## src/rtl/store_buffer_pkg.sv

```systemverilog
// Shared constants and types for the store buffer and the data-memory datapath.
package store_buffer_pkg;

    localparam int SB_DATA_WIDTH = 32;
    localparam int SB_DEPTH      = 4;

    typedef enum logic [1:0] {
        PORT_IDLE  = 2'd0,
        PORT_DRAIN = 2'd1,
        PORT_READ  = 2'd2
    } port_mode_e;

endpackage

```

## src/rtl/store_buffer_fifo.sv

```systemverilog
// Circular store queue: entry array with head/tail/count, exposing every entry
// and its valid bit so the owner can run address matching.
module store_fifo
    import store_buffer_pkg::*;
#(
    parameter int DATA_WIDTH = SB_DATA_WIDTH,
    parameter int DEPTH      = SB_DEPTH
) (
    input  logic                                 clk,
    input  logic                                 reset,
    input  logic                                 push_i,
    input  logic [DATA_WIDTH-1:0]                push_addr_i,
    input  logic [DATA_WIDTH-1:0]                push_data_i,
    input  logic                                 pop_i,
    output logic [DATA_WIDTH-1:0]                head_addr_o,
    output logic [DATA_WIDTH-1:0]                head_data_o,
    output logic [$clog2(DEPTH)-1:0]             head_o,
    output logic                                 full_o,
    output logic                                 empty_o,
    output logic [DEPTH-1:0][DATA_WIDTH-1:0]     entry_addr_o,
    output logic [DEPTH-1:0][DATA_WIDTH-1:0]     entry_data_o,
    output logic [DEPTH-1:0]                     valid_o
);

    localparam int PTR_W = $clog2(DEPTH);

    logic [DEPTH-1:0][DATA_WIDTH-1:0] addr_q;
    logic [DEPTH-1:0][DATA_WIDTH-1:0] data_q;
    logic [PTR_W-1:0]                 head_q, head_d;
    logic [PTR_W-1:0]                 tail_q, tail_d;
    logic [PTR_W:0]                   count_q, count_d;

    // Entry storage is deliberately left out of reset; only the pointers matter.
    always_ff @(posedge clk) begin
        if (push_i) begin
            addr_q[tail_q] <= push_addr_i;
            data_q[tail_q] <= push_data_i;
        end
    end

    always_ff @(posedge clk) begin
        if (reset) begin
            head_q  <= '0;
            tail_q  <= '0;
            count_q <= '0;
        end else begin
            head_q  <= head_d;
            tail_q  <= tail_d;
            count_q <= count_d;
        end
    end

    always_comb begin
        head_d = pop_i  ? head_q + 1'b1 : head_q;
        tail_d = push_i ? tail_q + 1'b1 : tail_q;
        case ({push_i, pop_i})
            2'b10:   count_d = count_q + 1'b1;
            2'b01:   count_d = count_q - 1'b1;
            default: count_d = count_q;
        endcase
    end

    // An entry is live when its distance from head is below count.
    always_comb begin
        logic [PTR_W-1:0] offset;
        offset  = '0;
        valid_o = '0;
        for (int i = 0; i < DEPTH; i++) begin
            offset     = PTR_W'(i) - head_q;
            valid_o[i] = ({1'b0, offset} < count_q);
        end
    end

    assign head_addr_o  = addr_q[head_q];
    assign head_data_o  = data_q[head_q];
    assign head_o       = head_q;
    assign full_o       = (count_q == (PTR_W+1)'(DEPTH));
    assign empty_o      = (count_q == '0);
    assign entry_addr_o = addr_q;
    assign entry_data_o = data_q;

endmodule

```

## src/rtl/store_buffer.sv

```systemverilog
// Store buffer between MEM stage and data memory: posts stores, drains one per
// cycle, forwards loads from the youngest matching queued store.
module store_buffer
    import store_buffer_pkg::*;
#(
    parameter int DATA_WIDTH = SB_DATA_WIDTH,
    parameter int DEPTH      = SB_DEPTH
) (
    input  logic                  clk,
    input  logic                  reset,
    input  logic                  StoreValid,
    input  logic [DATA_WIDTH-1:0] StoreAddress,
    input  logic [DATA_WIDTH-1:0] StoreData,
    output logic                  StoreReady,
    input  logic                  LoadValid,
    input  logic [DATA_WIDTH-1:0] LoadAddress,
    output logic [DATA_WIDTH-1:0] LoadData,
    output logic                  LoadStall,
    output logic                  Empty,
    output logic [DATA_WIDTH-1:0] MemAddress,
    output logic [DATA_WIDTH-1:0] MemWriteData,
    output logic                  MemWrite,
    output logic                  MemRead,
    input  logic [DATA_WIDTH-1:0] MemReadData
);

    localparam int PTR_W = $clog2(DEPTH);

    logic                             push_s, pop_s, full_s, empty_s;
    logic [DATA_WIDTH-1:0]            head_addr_s, head_data_s;
    logic [PTR_W-1:0]                 head_s;
    logic [DEPTH-1:0][DATA_WIDTH-1:0] entry_addr_s, entry_data_s;
    logic [DEPTH-1:0]                 valid_s;
    logic                             match_s, load_hit_s, drain_s;
    logic [DATA_WIDTH-1:0]            hit_data_s;
    port_mode_e                       mode_s;

    store_fifo #(
        .DATA_WIDTH (DATA_WIDTH),
        .DEPTH      (DEPTH)
    ) u_fifo (
        .clk          (clk),
        .reset        (reset),
        .push_i       (push_s),
        .push_addr_i  (StoreAddress),
        .push_data_i  (StoreData),
        .pop_i        (pop_s),
        .head_addr_o  (head_addr_s),
        .head_data_o  (head_data_s),
        .head_o       (head_s),
        .full_o       (full_s),
        .empty_o      (empty_s),
        .entry_addr_o (entry_addr_s),
        .entry_data_o (entry_data_s),
        .valid_o      (valid_s)
    );

    // Walk oldest to youngest so the last match seen is the youngest one.
    always_comb begin
        logic [PTR_W-1:0] idx;
        idx        = '0;
        match_s    = 1'b0;
        hit_data_s = '0;
        for (int k = 0; k < DEPTH; k++) begin
            idx = head_s + PTR_W'(k);
            if (valid_s[idx] && (entry_addr_s[idx] == LoadAddress)) begin
                match_s    = 1'b1;
                hit_data_s = entry_data_s[idx];
            end else begin
                match_s    = match_s;
                hit_data_s = hit_data_s;
            end
        end
    end

    // A full queue always wins the port so a missing load can never starve it.
    always_comb begin
        load_hit_s = LoadValid & match_s;
        drain_s    = !empty_s & (!LoadValid | load_hit_s | full_s);
        if (drain_s) begin
            mode_s = PORT_DRAIN;
        end else if (LoadValid && !load_hit_s) begin
            mode_s = PORT_READ;
        end else begin
            mode_s = PORT_IDLE;
        end
    end

    always_comb begin
        case (mode_s)
            PORT_DRAIN: begin
                MemWrite     = 1'b1;
                MemRead      = 1'b0;
                MemAddress   = head_addr_s;
                MemWriteData = head_data_s;
            end
            PORT_READ: begin
                MemWrite     = 1'b0;
                MemRead      = 1'b1;
                MemAddress   = LoadAddress;
                MemWriteData = '0;
            end
            default: begin
                MemWrite     = 1'b0;
                MemRead      = 1'b0;
                MemAddress   = '0;
                MemWriteData = '0;
            end
        endcase
    end

    always_comb begin
        if (load_hit_s) begin
            LoadData = hit_data_s;
        end else if (mode_s == PORT_READ) begin
            LoadData = MemReadData;
        end else begin
            LoadData = '0;
        end
    end

    assign push_s     = StoreValid & !full_s;
    assign pop_s      = (mode_s == PORT_DRAIN);
    assign StoreReady = !full_s;
    assign LoadStall  = LoadValid & !load_hit_s & full_s;
    assign Empty      = empty_s;

endmodule

```

## config.mk

```make
export PLATFORM = sky130hd
export DESIGN_NAME = store_buffer
export DESIGN_NICKNAME = d
export VERILOG_FILES = /design/src/rtl/store_buffer_pkg.sv /design/src/rtl/store_buffer_fifo.sv /design/src/rtl/store_buffer.sv
export SDC_FILE = /design/constraint.sdc
export NUM_CORES = 1
export LEC_CHECK = 0
export ABC_AREA = 1
export CAP_MARGIN = 20
export CELL_PAD_IN_SITES_DETAIL_PLACEMENT = 0
export CELL_PAD_IN_SITES_GLOBAL_PLACEMENT = 2
export CORE_MARGIN = 2
export CORE_UTILIZATION = 34
export DETAILED_ROUTE_END_ITERATION = 10
export PLACE_DENSITY = 0.85
export SLEW_MARGIN = 0
export SYNTH_ARGS = -nofsm -noshare
export SYNTH_HDL_FRONTEND = slang
export SYNTH_HIERARCHICAL = 1
export SYNTH_SLANG_ARGS = --single-unit
export TNS_END_PERCENT = 1
```

## constraint.sdc

```tcl
create_clock -name clk -period 12.15 [get_ports clk]
set_clock_uncertainty 0.05 [all_clocks]
set_input_delay 3.0375 -clock clk [delete_from_list [all_inputs] [get_ports clk]]
set_output_delay 3.0375 -clock clk [all_outputs]
set_load 0.01 [all_outputs]
```

==> results.md, run 1 <==
* Clock share of power at 20.4%
* Total Routed Length at 97300 um
* Top_reg_cell synth: edfxtp_1
* Crit path DAT at 7130 ps
* Setup TNS Final at 0 ps
* Syn avg cell area at 6.38 um2
* Max-slew violation count at 0
* Die area at 66800 um2
* Crit end category: primary output
* Total gr overflow at 0
* # rows at 93
* Metal2 WL at 46100 um
* Top-area cell type share of the netlist area at 34.9%
* Global-route wire length before repair at 143000 um
* Switching power at 2.75 mW
* Count leader, synth: nand2_1
* CP Launch Type: primary input
* Clock-pin slew on the worst setup and hold paths at 60 ps
* Crit path required time at 9060 ps
* Crit share post-route at 84.1%
* Core Area at 64200 um2
* Pwr dens at 210 nW/um2
* Synthesized area at 22000 um2
* Post-synthesis compound-gate area fraction at 10.5%
* GPL Wtd Cong at 0.994
* Clock tree from TritonCTS: built
* H-tree Lvls at 2
* I/O pin total at 233
* Main combinational cell family by area after synthesis: simple AND/OR/NAND/NOR gates
* Pint at 2.69 mW
* Syn Inst Count at 3448
* Post-synthesis mux area share at 1.46%
* Vias in the first global route at 22600
* Largest net degree at the start of global routing at 119
* Switch share at 50.5%
* Post-route antenna net violation count at 0
* Root Driver: clkbuf_16
* Min-Delay Path Class: register to register
* Initial Util at 34.3%
* Met3 routed WL at 6230 um
* Final hold violations at 0
* Die width at 258 um
* Fillers at 6817
* Top post-synthesis cells by area: edfxtp_1 (35%), nand2_1 (29%), nand3_1 (7.6%)
* Post-synth top cells: nand2_1 (1723), nand3_1 (336), edfxtp_1 (256)
* Initial antenna violation count at 8
* Post-route setup slack at 1940 ps
* Minimum clock period at 10210 ps
* Layout cells sized above 1 at 3.78%
* TritonCTS sink count at 263
* Pre-CTS setup slack at 1930 ps
* Flop pwr share at 22.0%
* Vias/cell at 5.38
* Placed wire-length estimate at 67300 um
* Post-synth EDFFs at 256
* Logic pwr share at 57.6%
* Vias at 23800
* Post-synthesis sequential area ratio at 35.6%
* FF-to-FF setup slack at 6130 ps
* Simple-gate area share of the yosys netlist at 43.7%
* Netlist cell types at 37
* Top routing layer used: met5
* Leakage power total at 11.7 nW
* Drt drc at 0
* Cts repair resizes at 0
* CP max FO at 34
* Drt first-iter violations at 1949
* Fmax at 97.9 MHz
* Max_cap viols at 0
* Worst-Skew Late Latency at 580 ps
* Post-synthesis async set-or-reset flop share at 0%
* Routed len/inst at 22.0 um
* Synthesized Nets at 3590
* IO Port Bufs at 232
* Layout Utilization at 40.3%
* XOR/XNOR share of the synthesized area at 0.239%
* Status: completed
* Setup Crit Path Kind: primary input to primary output
* Flops & latches, synth at 263
* # nets final at 3685
* Final setup viols at 0
* Clock Path Buffers at 3
* RSZ-0062 raised after global routing: false
* Worst slew pin tran at 1030 ps
* Yosys synthesis warning count at 6
* CTS Hold Buffers Added at 0
* First-pass DRT Iterations at 6
* Largest area contributor in the netlist: edfxtp_1
* Synth Area in Adders at 0.603%
* Routed met1 length at 42200 um
* Post-CTS Setup Bufs at 0
* Syn-to-layout area delta at 17.5%
* Max transition margin at 31.0%
* Die height at 258 um
* Clock buffer count from CTS at 35
* GRT Total Usage at 28.6%
* Worst VDD drop at 0.000172 V
[cells by family (layout without fill, tap and decap cells)]
family,after synthesis,count (layout)
adder cells (fa/ha/maj),10,10
buffers and inverters,388,510
flip-flops,263,263
AO/OA/AOI/OAI,368,368
AND/OR/NAND/NOR,2381,2381
other,0,1
XOR/XNOR,6,6
multiplexers,32,32
[cell usage in the layout (no fill, tap or decap), types with 2 or more instances in the layout]
| cell | count |
|---|---|
| clkbuf_8 | 2 |
| clkdlybuf4s50_1 | 231 |
| dfxtp_1 | 5 |
| a22oi_1 | 88 |
| nand4_1 | 36 |
| buf_4 | 34 |
| nor2_2 | 12 |
| clkbuf_1 | 6 |
| nand2_1 | 1723 |
| a21oi_1 | 46 |
| xor2_1 | 6 |
| or2_0 | 2 |
| nor2_4 | 5 |
| ha_1 | 9 |
| bufinv_16 | 6 |
| edfxtp_1 | 256 |
| o21ai_1 | 7 |
| and2_1 | 2 |
| nand3b_1 | 5 |
| nor2_1 | 211 |
| or2_2 | 6 |
| o211ai_1 | 7 |
| inv_6 | 3 |
| clkinv_1 | 2 |
| o2111ai_1 | 64 |
| nor3_1 | 36 |
| mux2i_1 | 32 |
| dfxtp_4 | 2 |
| nand2_4 | 2 |
| clkinv_2 | 10 |
| inv_1 | 166 |
| inv_2 | 11 |
| o21ai_0 | 156 |
| clkbuf_16 | 35 |
| nand3_1 | 336 |
[critical path, cell delays in order]
cell and delay, ps:
clkdlybuf4s50_1 680, inv_1 170, nand3_1 250, nand2_1 140, nor2_1 260, nand2_1 90, nor2_1 120, nand3_1 100
nor2_2 150, buf_4 460, nor2_1 100, nand2_1 90, nand2_2 470, nor2_1 280, nand2_1 90, nand2_1 60
clkdlybuf4s50_1 550
[power by group through the flow]
stage | sequential [mW] | clock (mW) | combinational [mW]
after floorplan | 1.16 | 0 | 2.05
after global placement | 1.21 | 0 | 3.11
after detailed placement | 1.21 | 0 | 3.12
after CTS | 1.20 | 1.13 | 3.13
after global routing | 1.21 | 1.16 | 3.47
final | 1.20 | 1.11 | 3.13
[layer usage]
layer / track usage, % / vias up
li1: - / 11600
met1: 37.2 / 11300
met2: 48.9 / 799
met3: 4.67 / 173
met4: 8.19 / 14
met5: 0 / -
[worst paths after layout]
check / startpoint / endpoint / cells after the start
worst max-delay path: LoadAddress[20] / LoadData[22] / 17
worst min-delay path: u_fifo/tail_q[1]$_SDFFE_PP0P_ / u_fifo/tail_q[1]$_SDFFE_PP0P_ / 2
worst max register to register: u_fifo/head_o[1]$_SDFFE_PP0P_ / u_fifo/count_q[2]$_SDFFE_PP0P_ / 30
worst min register to register: u_fifo/tail_q[1]$_SDFFE_PP0P_ / u_fifo/tail_q[1]$_SDFFE_PP0P_ / 2
[flip-flops by register name, indices dropped and copies added, names as in the netlist]
signal	flops
u_fifo/entry_data_o	128
u_fifo/head_o	2
u_fifo/tail_q	2
u_fifo/entry_addr_o	128
u_fifo/count_q	3
[through the flow]
step	hold WS, ps	total power [mW]	area (um2)	cells
2_1_floorplan	440	3.21	22000	3448
3_3_place_gp	453	4.32	24600	4361
3_5_place_dp	481	4.33	24600	4361
4_1_cts	488	5.46	25900	4425
5_1_grt	507	5.84	25900	4425
6_report	493	5.44	25900	4426
[cell type report]
cell class	count	area, um2	area share [%]
clock inverters	21	298	1.15
inverters	179	677	2.62
repair buffers	267	2590	10.0
flip-flops and latches	263	7840	30.3
diodes	1	2.50	0.00967
multi-input cells	2797	12500	48.2
well taps	855	1070	4.14
clock buffers	43	926	3.58
Note: power is estimated with default switching activity, not from simulation.
==> run 2, diff against run 1 <==
--- a/config.mk
+++ b/config.mk
@@ -10,9 +10,9 @@
 export CELL_PAD_IN_SITES_DETAIL_PLACEMENT = 0
 export CELL_PAD_IN_SITES_GLOBAL_PLACEMENT = 2
 export CORE_MARGIN = 2
-export CORE_UTILIZATION = 34
+export CORE_UTILIZATION = 32
 export DETAILED_ROUTE_END_ITERATION = 10
-export PLACE_DENSITY = 0.85
+export PLACE_DENSITY = 0.8
 export SLEW_MARGIN = 0
 export SYNTH_ARGS = -nofsm -noshare
 export SYNTH_HDL_FRONTEND = slang
==> constraint.sdc (replaced) <==
create_clock -name clk -period 10.4 [get_ports clk]
set_clock_uncertainty 0.05 [all_clocks]
set_input_delay 2.6 -clock clk [delete_from_list [all_inputs] [get_ports clk]]
set_output_delay 2.6 -clock clk [all_outputs]
set_load 0.01 [all_outputs]
==> results.md, run 2 (synthesized netlist as in run 1, its figures left out) <==
* RSZ-0062 raised after global routing: false
* Register area at 7840 um2
* Post-CTS Setup Bufs at 0
* CP Launch Type: primary input
* Global-route wire length before repair at 145000 um
* Setup Crit Path Kind: primary input to primary output
* Routed len/inst at 22.4 um
* Min-Delay Path Class: register to register
* Clock buffer count from CTS at 36
* GPL Wtd Cong at 0.996
* Initial antenna violation count at 8
* Cts repair resizes at 0
* Root Driver: clkbuf_16
* Core Area at 68300 um2
* Vias/cell at 5.33
* Final hold violations at 0
* Status: completed
* # nets final at 3684
* Max transition margin at 24.1%
* Commonest non-fill, non-tap cells in the layout: nand2_1 (1722), nand3_1 (336), edfxtp_1 (256), clkdlybuf4s50_1 (231), nor2_1 (211)
* Clock share of power at 20.3%
* Most common cell after layout, fill and taps aside: nand2_1
* Multi-input gate area at 12500 um2
* IO Port Bufs at 232
* Worst path max stage delay at 550 ps
* Crit end category: primary output
* Vias at 23700
* Largest net degree at the start of global routing at 94
* Die area at 70900 um2
* Fmax at 108 MHz
* I/O pin total at 233
* Die height at 266 um
* GRT Total Usage at 27.6%
* Drt first-iter violations at 1976
* Initial Util at 32.2%
* Clock Path Buffers at 3
* Minimum clock period at 9240 ps
* Crit path top cell by count: nand2_1
* Fillers at 7269
* # rows at 96
* Leakage power total at 11.7 nW
* CTS Hold Buffers Added at 0
* CP max FO at 32
* Final setup viols at 0
* CP cell instances: clkdlybuf4s50_1 -> inv_1 -> nand3_1 -> a21oi_1 -> nand2_1 -> nor2_1 -> nand3_1 -> nor2_4 -> nor2_1 -> nand2_1 -> nand2_2 -> nor2_1 -> nand2_1 -> nand2_1 -> clkdlybuf4s50_1
* Slowest-stage cell, CP: clkdlybuf4s50_1
* Crit path DAT at 6590 ps
* Switch share at 50.4%
* Clock tree from TritonCTS: built
* Flop pwr share at 21.8%
* Final Cell Area at 25900 um2
* Placed wire-length estimate at 69000 um
* Crit path required time at 7750 ps
* Die width at 266 um
* Crit share post-route at 88.8%
* Switching power at 3.21 mW
* Clock-pin slew on the worst setup and hold paths at 60 ps
* Worst slew pin tran at 1140 ps
* Vias in the first global route at 22500
* Syn-to-layout area delta at 17.7%
* Total gr overflow at 0
* Pwr dens at 246 nW/um2
* Worst-Skew Late Latency at 550 ps
* Total Routed Length at 99900 um
* Post-DP Area at 24700 um2
* Worst VDD drop at 0.000202 V
* H-tree Lvls at 2
* Drt drc at 0
* TritonCTS sink count at 263
* Layout cells sized above 1 at 3.67%
* Logic pwr share at 57.8%
* Post-route antenna net violation count at 0
* First-pass DRT Iterations at 6
* Pint at 3.16 mW
* Max-slew violation count at 0
* Setup TNS Final at 0 ps
* Max_cap viols at 0
run 2: changes by cell type in the layout (fill, tap and decap cells not counted), moves of 2 or more:
cell | previous run | this run
buf_4 | 34 | 31
clkinv_4 | 0 | 2
clkbuf_16 | 35 | 37
clkinv_1 | 2 | 7
clkinv_2 | 10 | 6
run 2: critical path, delay by kind of cell:
| family | cells | cell delay (ps) |
|---|---|---|
| compound gates | 1 | 450 |
| simple gates | 11 | 2210 |
| buf+inv | 3 | 1300 |
run 2: stage by stage:
stage	total power [mW]	hold WS (ps)	util [%]	instances	setup WS, ps
final	6.38	481	37.9	4452	1160
after global placement	5.08	453	36.1	4386	1170
after detailed placement	5.09	478	36.1	4386	1140
after floorplan	3.75	440	-	3448	3650
after global routing	6.85	544	37.9	4451	795
after CTS	6.40	486	37.9	4451	1130
run 2: cell type report:
| class | count | area share, % |
|---|---|---|
| multi-input cells | 2797 | 48.1 |
| flip-flops and latches | 263 | 30.2 |
| repair buffers | 265 | 10.0 |
| well taps | 882 | 4.26 |
| clock buffers | 43 | 3.70 |
| inverters | 179 | 2.62 |
| clock inverters | 22 | 1.05 |
| diodes | 1 | 0.00966 |
run 2: final timing paths:
kind / from / cells past startpoint / end / slack (ps)
setup / recovery: LoadAddress[20] / 15 / LoadData[26] / 1160
hold / removal: u_fifo/tail_q[1]$_SDFFE_PP0P_ / 2 / u_fifo/tail_q[1]$_SDFFE_PP0P_ / 480
setup reg to reg: u_fifo/head_o[1]$_SDFFE_PP0P_ / 30 / u_fifo/count_q[2]$_SDFFE_PP0P_ / 4340
hold reg to reg: u_fifo/tail_q[1]$_SDFFE_PP0P_ / 2 / u_fifo/tail_q[1]$_SDFFE_PP0P_ / 480
run 2: power by group through the flow:
stage	clock [mW]	combinational, mW	sequential [mW]
after CTS	1.32	3.69	1.39
final	1.30	3.69	1.39
after detailed placement	0	3.68	1.41
after floorplan	0	2.39	1.36
after global placement	0	3.67	1.41
after global routing	1.36	4.08	1.41
run 2: metal layers:
layer,global-route usage (%),up-vias,share of wire (%)
met5,0,-,0.081
met4,7.30,14,2.5
met3,4.11,149,5.8
met2,48.0,779,48
met1,35.6,11300,43
li1,-,11600,-
==> run 3, diff against run 2 <==
--- a/config.mk
+++ b/config.mk
@@ -10,9 +10,11 @@
 export CELL_PAD_IN_SITES_DETAIL_PLACEMENT = 0
 export CELL_PAD_IN_SITES_GLOBAL_PLACEMENT = 2
 export CORE_MARGIN = 2
-export CORE_UTILIZATION = 32
+export CORE_UTILIZATION = 34
 export DETAILED_ROUTE_END_ITERATION = 10
-export PLACE_DENSITY = 0.8
+export GPL_ROUTABILITY_DRIVEN = 0
+export GPL_TIMING_DRIVEN = 1
+export PLACE_DENSITY = 0.85
 export SLEW_MARGIN = 0
 export SYNTH_ARGS = -nofsm -noshare
 export SYNTH_HDL_FRONTEND = slang
==> constraint.sdc (replaced) <==
create_clock -name clk -period 11.8 [get_ports clk]
set_clock_uncertainty 0.05 [all_clocks]
set_input_delay 2.95 -clock clk [delete_from_list [all_inputs] [get_ports clk]]
set_output_delay 2.95 -clock clk [all_outputs]
set_load 0.01 [all_outputs]
==> results.md, run 3 (synthesized netlist as in run 1, its figures left out) <==
* Worst slew pin tran at 1180 ps
* Vias in the first global route at 22400
* Worst path max stage delay at 650 ps
* CP cell instances: clkdlybuf4s50_1 -> inv_1 -> nand3_1 -> nand2_1 -> nand3_1 -> nor2_1 -> nand2_1 -> nor2_1 -> nand3_1 -> nand2_1 -> nor2_4 -> buf_4 -> o2111ai_1 -> nand2_1 -> clkdlybuf4s50_1
* Setup Crit Path Kind: primary input to primary output
* Critical Path Stages at 15
* Global-route wire length before repair at 140000 um
* # nets final at 3683
* Root Driver: clkbuf_16
* Total Routed Length at 94300 um
* Final Cell Area at 25800 um2
* Clock tree from TritonCTS: built
* First-pass DRT Iterations at 6
* # rows at 93
* Syn-to-layout area delta at 17.1%
* Fmax at 103 MHz
* Largest net degree at the start of global routing at 170
* Worst reg-to-reg path cell count at 28
* Minimum clock period at 9680 ps
* Initial Util at 34.3%
* Worst Hold Path Cells at 2
* Placed wire-length estimate at 63200 um
* Vias at 23800
* Leakage power total at 11.7 nW
* WP buf/inv at 4
* Crit end category: primary output
* Final setup viols at 0
* Layout cells sized above 1 at 3.50%
* Routed len/inst at 21.3 um
* Total gr overflow at 0
* Die width at 258 um
* CP Launch Type: primary input
* Cts repair resizes at 0
* IO Port Bufs at 232
* Die height at 258 um
* Final hold violations at 0
* Layout Utilization at 40.1%
* RSZ-0062 raised after global routing: false
* Clock buffer count from CTS at 36
* Vias/cell at 5.38
* Final Non-Filler Cells at 4423
* Max transition margin at 21.2%
* WHS at 490 ps
* TritonCTS sink count at 263
* Crit share post-route at 82.1%
* Pwr dens at 213 nW/um2
* Worst-Skew Late Latency at 580 ps
* Clock Path Buffers at 3
* Commonest non-fill, non-tap cells in the layout: nand2_1 (1723), nand3_1 (336), edfxtp_1 (256), clkdlybuf4s50_1 (231), nor2_1 (211)
* Drt drc at 0
* Crit path required time at 8800 ps
* Post-DP Area at 24600 um2
* Crit path top cell by count: nand2_1
* Placed instance count at 4357
* Worst VDD drop at 0.000230 V
* Max-slew violation count at 0
* Post-CTS Setup Bufs at 0
* H-tree Lvls at 2
* CTS Hold Buffers Added at 0
* Die area at 66800 um2
* I/O pin total at 233
* Crit path DAT at 6680 ps
* Slowest-stage cell, CP: clkdlybuf4s50_1
* Most common cell after layout, fill and taps aside: nand2_1
* CP max FO at 29
* Fillers at 6812
* Core Area at 64200 um2
* Max_cap viols at 0
* Clock-pin slew on the worst setup and hold paths at 50 ps
* Min-Delay Path Class: register to register
* Drt first-iter violations at 2019
* Status: completed
* GRT Total Usage at 27.6%
* Post-route antenna net violation count at 0
* Setup TNS Final at 0 ps
* Initial antenna violation count at 7
* Crit-path leading delay family: buffers and inverters
[run 3: cell count changes in the layout (fill, tap and decap cells not counted), sizes merged]
cell | before | now
buf | 34 | 33
inv | 180 | 181
bufinv | 6 | 2
clkinvlp | 0 | 2
clkbuf | 43 | 46
clkinv | 15 | 12
[run 3: through the flow]
step                      worst slack [ps]  power (mW)
after floorplan                       4350        3.30
after global placement                2130        4.38
final                                 2120        5.49
after global routing                  1870        5.88
after CTS                             2140        5.48
after detailed placement              2160        4.40
[run 3: per-layer routing]
metal,up-vias,track usage (%),share of wire (%)
li1,11600,-,-
met1,11200,35.5,43
met2,841,47.0,47
met3,164,4.69,6.4
met4,14,9.44,3.2
met5,-,0,0.094
[run 3: cell type report]
cell class	count	area [um2]	area share, %
repair buffers	264	2580	10.0
well taps	855	1070	4.15
clock buffers	46	970	3.76
diodes	1	2.50	0.00971
flip-flops and latches	263	7840	30.4
clock inverters	18	171	0.665
inverters	179	677	2.63
multi-input cells	2797	12500	48.4
[run 3: final timing paths]
kind	startpoint	endpoint	slack (ps)
worst max-delay path	LoadAddress[8]	MemAddress[3]	2120
worst min-delay path	u_fifo/tail_q[1]$_SDFFE_PP0P_	u_fifo/tail_q[1]$_SDFFE_PP0P_	490
worst max register to register	u_fifo/head_o[0]$_SDFFE_PP0P_	u_fifo/count_q[2]$_SDFFE_PP0P_	5620
worst min register to register	u_fifo/tail_q[1]$_SDFFE_PP0P_	u_fifo/tail_q[1]$_SDFFE_PP0P_	490
[run 3: worst register-to-register path: cells and delay by family, from the launching register on]
family | cells | cell delay [ps]
adders and majority gates | 2 | 440
DFF | 1 | 660
buffers and inverters | 8 | 1970
and+or+nand+nor | 18 | 3010
[run 3: power by group]
group / internal, mW / total, mW / switching, mW
Combinational: 0.941 / 3.20 / 2.26
Sequential: 1.13 / 1.22 / 0.0901
Clock: 0.630 / 1.07 / 0.441
Total: 2.70 / 5.49 / 2.79
